`src/rtl/dmem_pkg.sv`:
```
// dmem_pkg: shared SIZE encodings, FSM state encoding and wait-counter width for dmem_ctrl
package dmem_pkg;
    localparam logic [1:0] SZ_WORD = 2'b00;
    localparam logic [1:0] SZ_HALF = 2'b01;
    localparam logic [1:0] SZ_BYTE = 2'b10;
    localparam int         WCNT_W  = 4;
    typedef enum logic [2:0] {S_IDLE, S_WAIT, S_ACCESS, S_RDATA, S_ACK} state_t;
endpackage

```
`src/rtl/dmem_lane.sv`:
```
// dmem_lane: big-endian lane steering for one data-bus access.
// Ports: size/off (SIZE code, byte offset) and wdata_i (right-justified store data) in;
// be (byte enables, be[3] = bits 31:24), wdata_o (lane-replicated data) and mis (misaligned) out.
// A reserved SIZE code behaves as a word.
module dmem_lane
    import dmem_pkg::*;
(
    input  logic [1:0]  size,
    input  logic [1:0]  off,
    input  logic [31:0] wdata_i,
    output logic [3:0]  be,
    output logic [31:0] wdata_o,
    output logic        mis
);
    always_comb begin
        be      = size == SZ_HALF ? (off[1] ? 4'b0011 : 4'b1100)
                : size == SZ_BYTE ? 4'b1000 >> off : 4'b1111;
        wdata_o = size == SZ_HALF ? {2{wdata_i[15:0]}}
                : size == SZ_BYTE ? {4{wdata_i[7:0]}} : wdata_i;
        mis     = size == SZ_HALF ? off[0] : size == SZ_BYTE ? 1'b0 : |off;
    end
endmodule

```
`src/rtl/dmem_ctrl.sv`:
```
// dmem_ctrl: data-side memory controller between the pipeline data bus and a word-wide SRAM.
// Ports: clk, rst (sync, active-low); bus side DAD/MREQ/WRITE/SIZE/DDT_W in, DDT_R/DDT_OE/ACKD_n out;
// SRAM side ram_en/ram_we/ram_be/ram_addr/ram_wdata out, ram_rdata in (1-cycle read latency).
// Optional macro DMEM_ERR_EN adds output err and rejects misaligned requests.
// All outputs are registered from the current state, so each state's effect appears one
// cycle later: ram_en is up while the FSM sits in RDATA/ACK, and the read word is captured
// as the ACK pulse is launched.
module dmem_ctrl
    import dmem_pkg::*;
#(
    parameter int          ADDR_W      = 12,
    parameter logic [31:0] BASE        = 32'h0000_0000,
    parameter int          WAIT_CYCLES = 1
) (
    input  logic              clk,
    input  logic              rst,
    input  logic [31:0]       DAD,
    input  logic              MREQ,
    input  logic              WRITE,
    input  logic [1:0]        SIZE,
    input  logic [31:0]       DDT_W,
    output logic [31:0]       DDT_R,
    output logic              DDT_OE,
    output logic              ACKD_n,
    output logic              ram_en,
    output logic              ram_we,
    output logic [3:0]        ram_be,
    output logic [ADDR_W-1:0] ram_addr,
    output logic [31:0]       ram_wdata,
    input  logic [31:0]       ram_rdata
`ifdef DMEM_ERR_EN
    ,
    output logic              err
`endif
);
    state_t            state_q, state_d;
    logic [WCNT_W-1:0] wcnt_q, wcnt_d;
    logic [31:0]       dad_q, dad_d, wd_q, wd_d;
    logic [1:0]        size_q, size_d;
    logic              wr_q, wr_d;
    logic              ackd_n_q, ackd_n_d, oe_q, oe_d, en_q, en_d, we_q, we_d;
    logic [31:0]       ddt_r_q, ddt_r_d, wdata_q, wdata_d;
    logic [3:0]        be_q, be_d;
    logic [ADDR_W-1:0] addr_q, addr_d;
    logic [3:0]        lane_be;
    logic [31:0]       lane_wdata;
    logic              lane_mis, hit, go;

    dmem_lane u_lane (
        .size    (size_q),
        .off     (dad_q[1:0]),
        .wdata_i (wd_q),
        .be      (lane_be),
        .wdata_o (lane_wdata),
        .mis     (lane_mis)
    );

    assign hit = dad_q[31:ADDR_W+2] == BASE[31:ADDR_W+2];
`ifdef DMEM_ERR_EN
    logic err_q, err_d;
    assign go  = hit && !lane_mis;
    assign err = err_q;
`else
    // Misalignment is absorbed by the lane rule: word enables ignore the offset, half uses DAD[1].
    logic unused_mis;
    assign go         = hit;
    assign unused_mis = lane_mis;
`endif

    always_ff @(posedge clk) begin
        if (!rst) begin
            state_q  <= S_IDLE;
            wcnt_q   <= '0;
            dad_q    <= '0;
            wd_q     <= '0;
            size_q   <= '0;
            wr_q     <= 1'b0;
            ackd_n_q <= 1'b1;
            oe_q     <= 1'b0;
            ddt_r_q  <= '0;
            en_q     <= 1'b0;
            we_q     <= 1'b0;
            be_q     <= '0;
            addr_q   <= '0;
            wdata_q  <= '0;
`ifdef DMEM_ERR_EN
            err_q    <= 1'b0;
`endif
        end else begin
            state_q  <= state_d;
            wcnt_q   <= wcnt_d;
            dad_q    <= dad_d;
            wd_q     <= wd_d;
            size_q   <= size_d;
            wr_q     <= wr_d;
            ackd_n_q <= ackd_n_d;
            oe_q     <= oe_d;
            ddt_r_q  <= ddt_r_d;
            en_q     <= en_d;
            we_q     <= we_d;
            be_q     <= be_d;
            addr_q   <= addr_d;
            wdata_q  <= wdata_d;
`ifdef DMEM_ERR_EN
            err_q    <= err_d;
`endif
        end
    end

    always_comb begin
        state_d = state_q;
        wcnt_d  = wcnt_q;
        dad_d   = dad_q;
        wd_d    = wd_q;
        size_d  = size_q;
        wr_d    = wr_q;
        unique case (state_q)
            S_IDLE: if (MREQ) begin
                dad_d   = DAD;
                wd_d    = DDT_W;
                size_d  = SIZE;
                wr_d    = WRITE;
                wcnt_d  = WCNT_W'(WAIT_CYCLES);
                state_d = WAIT_CYCLES > 0 ? S_WAIT : S_ACCESS;
            end
            S_WAIT: begin
                wcnt_d  = wcnt_q - 1'b1;
                state_d = wcnt_q <= WCNT_W'(1) ? S_ACCESS : S_WAIT;
            end
            S_ACCESS: state_d = wr_q ? S_ACK : S_RDATA;
            S_RDATA:  state_d = S_ACK;
            S_ACK:    state_d = S_IDLE;
            default:  state_d = S_IDLE;
        endcase
    end

    always_comb begin
        en_d     = state_q == S_ACCESS && go;
        we_d     = en_d && wr_q;
        be_d     = en_d ? (wr_q ? lane_be : 4'hf) : 4'h0;
        addr_d   = en_d ? dad_q[ADDR_W+1:2] : '0;
        wdata_d  = we_d ? lane_wdata : '0;
        ackd_n_d = state_q != S_ACK;
        oe_d     = state_q == S_ACK && !wr_q;
        // ram_rdata is valid in the ACK-state cycle, one cycle after ram_en.
        ddt_r_d  = oe_d ? (go ? ram_rdata : '0) : ddt_r_q;
`ifdef DMEM_ERR_EN
        err_d    = state_q == S_ACK && !go;
`endif
    end

    assign DDT_R     = ddt_r_q;
    assign DDT_OE    = oe_q;
    assign ACKD_n    = ackd_n_q;
    assign ram_en    = en_q;
    assign ram_we    = we_q;
    assign ram_be    = be_q;
    assign ram_addr  = addr_q;
    assign ram_wdata = wdata_q;
endmodule

```
`config.mk`:
```
export PLATFORM = sky130hd
export DESIGN_NAME = dmem_ctrl
export DESIGN_NICKNAME = d
export VERILOG_FILES = /design/src/rtl/dmem_pkg.sv /design/src/rtl/dmem_lane.sv /design/src/rtl/dmem_ctrl.sv
export SDC_FILE = /design/constraint.sdc
export NUM_CORES = 1
export LEC_CHECK = 0
export CORE_MARGIN = 1.5
export CORE_UTILIZATION = 35
export DETAILED_ROUTE_END_ITERATION = 10
export GPL_ROUTABILITY_DRIVEN = 0
export PLACE_DENSITY_LB_ADDON = 0.12
export SLEW_MARGIN = 20
export SYNTH_ARGS = -nofsm -noshare
export SYNTH_HDL_FRONTEND = slang
export SYNTH_HIERARCHICAL = 1
export SYNTH_SLANG_ARGS = --single-unit
export TNS_END_PERCENT = 50
```
`constraint.sdc`:
```
create_clock -name clk -period 4.9 [get_ports clk]
set_input_delay 0.735 -clock clk [delete_from_list [all_inputs] [get_ports clk]]
set_output_delay 0.735 -clock clk [all_outputs]
set_load 0.01 [all_outputs]
```
==> impl_metrics.py <==
metrics = {
    "status": {
        "status": "completed",
    },
    "global_routing": {
        "grt_max_degree": 73,
        "antenna_found_initial": 2,
        "grt_overflow_total": 0,
        "grtUsageTotal": 0.1740,
        "grt_pass1_wl_um": 25280,
        "grt_pass1_vias": 5115,
    },
    "drt": {
        "antenna_left": 0,
        "vias_per_cell": 4.710,
        "dr_total_vias": 5332,
        "drc_errors": 0,
        "wire_per_inst_um": 14.19,
        "drt-pass1-iter-count": 4,
        "wl_um": 16070,
        "drt_iter0_markers": 281,
    },
    "cts": {
        "hold_buffers": 0,
        "tritoncts": "yes",
        "clock_path_buffers": 2,
        "clkLatencyLatePin_ns": 0.42,
        "h-tree-depth": 4,
        "cts_resized": 0,
        "post-cts-setup-buffers": 0,
        "clkTransAtPathRegs_ns": 0.06,
        "numClockSinks": 158,
        "cts.root.buffer_cell": "clkbuf_16",
        "numCtsBuffers": 17,
    },
    "timing": {
        "fmax_ghz": 0.3839,
        "slew_headroom": 0.3643,
        "slew_viol_final": 0,
        "fin_crit_ns": 2.605,
        "tightest_slew_ns": 0.9525,
        "setup_viol_count_final": 0,
        "worst_slack_ns": 2.295,
        "hold_ws_ns": 0.4357,
        "fin_tns_setup_ns": 0,
        "report.final.hold_viol_count": 0,
        "finClkSkew_ns": 0.009681,
        "rsz0062_at_grt": "false",
        "fin_crit_sh": 0.5316,
    },
    "critical_path": {
        "critPathBufInv": 1,
        "cp-start-kind": "register",
        "cp.required_ns": 5.20,
        "slowest_stage": "or4b_2",
        "worst_path_largest_cell_delay_ns": 0.99,
        "critPathTopFamily": "simple AND/OR/NAND/NOR gates",
        "critical_path_class": "register to register",
        "arrival_ns": 2.91,
        "path_max_fanout": 34,
        "crit_path_cell_trace": "or4b_2 > nand4bb_2 > buf_4 > o31ai_1",
        "critPathCaptureType": "register",
    },
    "yosys": {
        "avgSynthCellArea_um2": 8.464,
        "syn_inst": 745,
        "syn-num-nets": 849,
        "syn_area_um2": 6306,
        "synth-warning-count": 6,
    },
    "power_and_ir_drop": {
        "p_int_uw": 2429,
        "leakagePower_uw": 0.003280,
        "p_clk_frac": 0.402,
        "power.total_uw": 3365,
        "ir_drop_mv": 0.2864,
        "p_per_area_nw_per_um2": 382.2,
        "power_frac_seq": 0.431,
        "switching_share": 0.2780,
        "switching_power_uw": 935.4,
        "pwr-share-comb": 0.168,
    },
    "cells_and_area": {
        "n_fill_cell": 1667,
        "areaGrowthSynthToFinish_pct": 39.62,
        "fin_nets": 997,
        "drive_gt1_frac": 0.1004,
    },
    "hold_path": {
        "hold_class": "register to register",
    },
    "placed_design": {
        "port_buffers": 185,
        "hpwl_um": 11030,
        "place_ws_ns": 2.273,
    },
    "die": {
        "start_util": 0.3608,
        "dieArea_um2": 18830,
        "pin_count": 186,
        "die_h_um": 137.2,
        "rows": 48,
        "die_w_um": 137.2,
        "core_area_um2": 17480,
    },
    "flow_run": {
        "maxCapViolations": 0,
    },
}
through the flow:
step | area (um^2) | cells | util
detailed placement | 8185 | 1099 | 0.4684
CTS | 8801 | 1131 | 0.5036
floorplan | 6306 | 745 | -
global placement | 8178 | 1098 | 0.4679
finish | 8805 | 1132 | 0.5038
global route | 8802 | 1131 | 0.5037
power groups by stage:
stage                     Clock, uW  Combinational, uW  Sequential (uW)
after floorplan                   0                430             1430
after global placement            0                554             1470
after detailed placement          0                570             1480
after CTS                      1390                573             1450
after global routing           1450                633             1460
final                          1350                564             1450
path summary, 6_finish.rpt:
| path | startpoint | end | slack, ns | depth (start not counted) |
|---|---|---|---|---|
| worst max-delay path | state_q[2] | DDT_R[0] | 2.30 | 4 |
| worst min-delay path | dad_q[7] | ram_addr[5] | 0.44 | 2 |
| worst max register to register | state_q[2] | DDT_R[0] | 2.30 | 4 |
| worst min register to register | dad_q[7] | ram_addr[5] | 0.44 | 2 |
tightest hold or removal path, stage by stage, from the launching register on:
cell     delay (ns)
dfxtp_1        0.31
inv_1          0.05
nor3_1         0.04
routing by layer:
layer,vias to the layer above,global-route usage,part of all wire
met4,0,0.05673,0.015
met3,16,0.05335,0.065
li1,2726,-,-
met1,2462,0.2085,0.42
met5,-,0,0
met2,128,0.2970,0.50
placed cells by master, fill, tap and decap left out, types with 2 or more instances in the layout:
| cell | count |
|---|---|
| buf_4 | 9 |
| ha_1 | 2 |
| or4b_2 | 4 |
| nand3_1 | 32 |
| dfxtp_1 | 157 |
| nand2_1 | 159 |
| mux2_4 | 3 |
| nand2b_1 | 6 |
| mux2i_1 | 8 |
| clkbuf_16 | 17 |
| a21oi_1 | 85 |
| nor2_1 | 9 |
| o31ai_1 | 3 |
| inv_6 | 2 |
| clkinvlp_4 | 5 |
| clkdlybuf4s50_1 | 185 |
| o31ai_2 | 30 |
| nor3_1 | 51 |
| mux2_2 | 6 |
| nor4_1 | 4 |
| clkbuf_8 | 2 |
| bufinv_16 | 3 |
| inv_1 | 80 |
| nor2b_1 | 14 |
| a211oi_1 | 10 |
layout make-up:
class                   instances  area [um^2]  share of cell area
inverters                      81        304.0             0.03453
clock inverters                12        158.9             0.01805
flip-flops and latches        158         3164              0.3594
diodes                          1        2.502           0.0002842
clock buffers                  20        456.7             0.05187
multi-input cells             441         2517              0.2859
well taps                     225        281.5             0.03197
repair buffers                194         1919              0.2180
sequential cells by signal, summed over array words and instances (netlist names), 2 cells and up:
| name | flops |
|---|---|
| ram_addr | 12 |
| ram_be | 4 |
| ram_wdata | 32 |
| wd_q | 32 |
| size_q | 2 |
| wcnt_q | 4 |
| dad_q | 32 |
| DDT_R | 32 |
| state_q | 3 |
(Power assumes the default switching activity.)
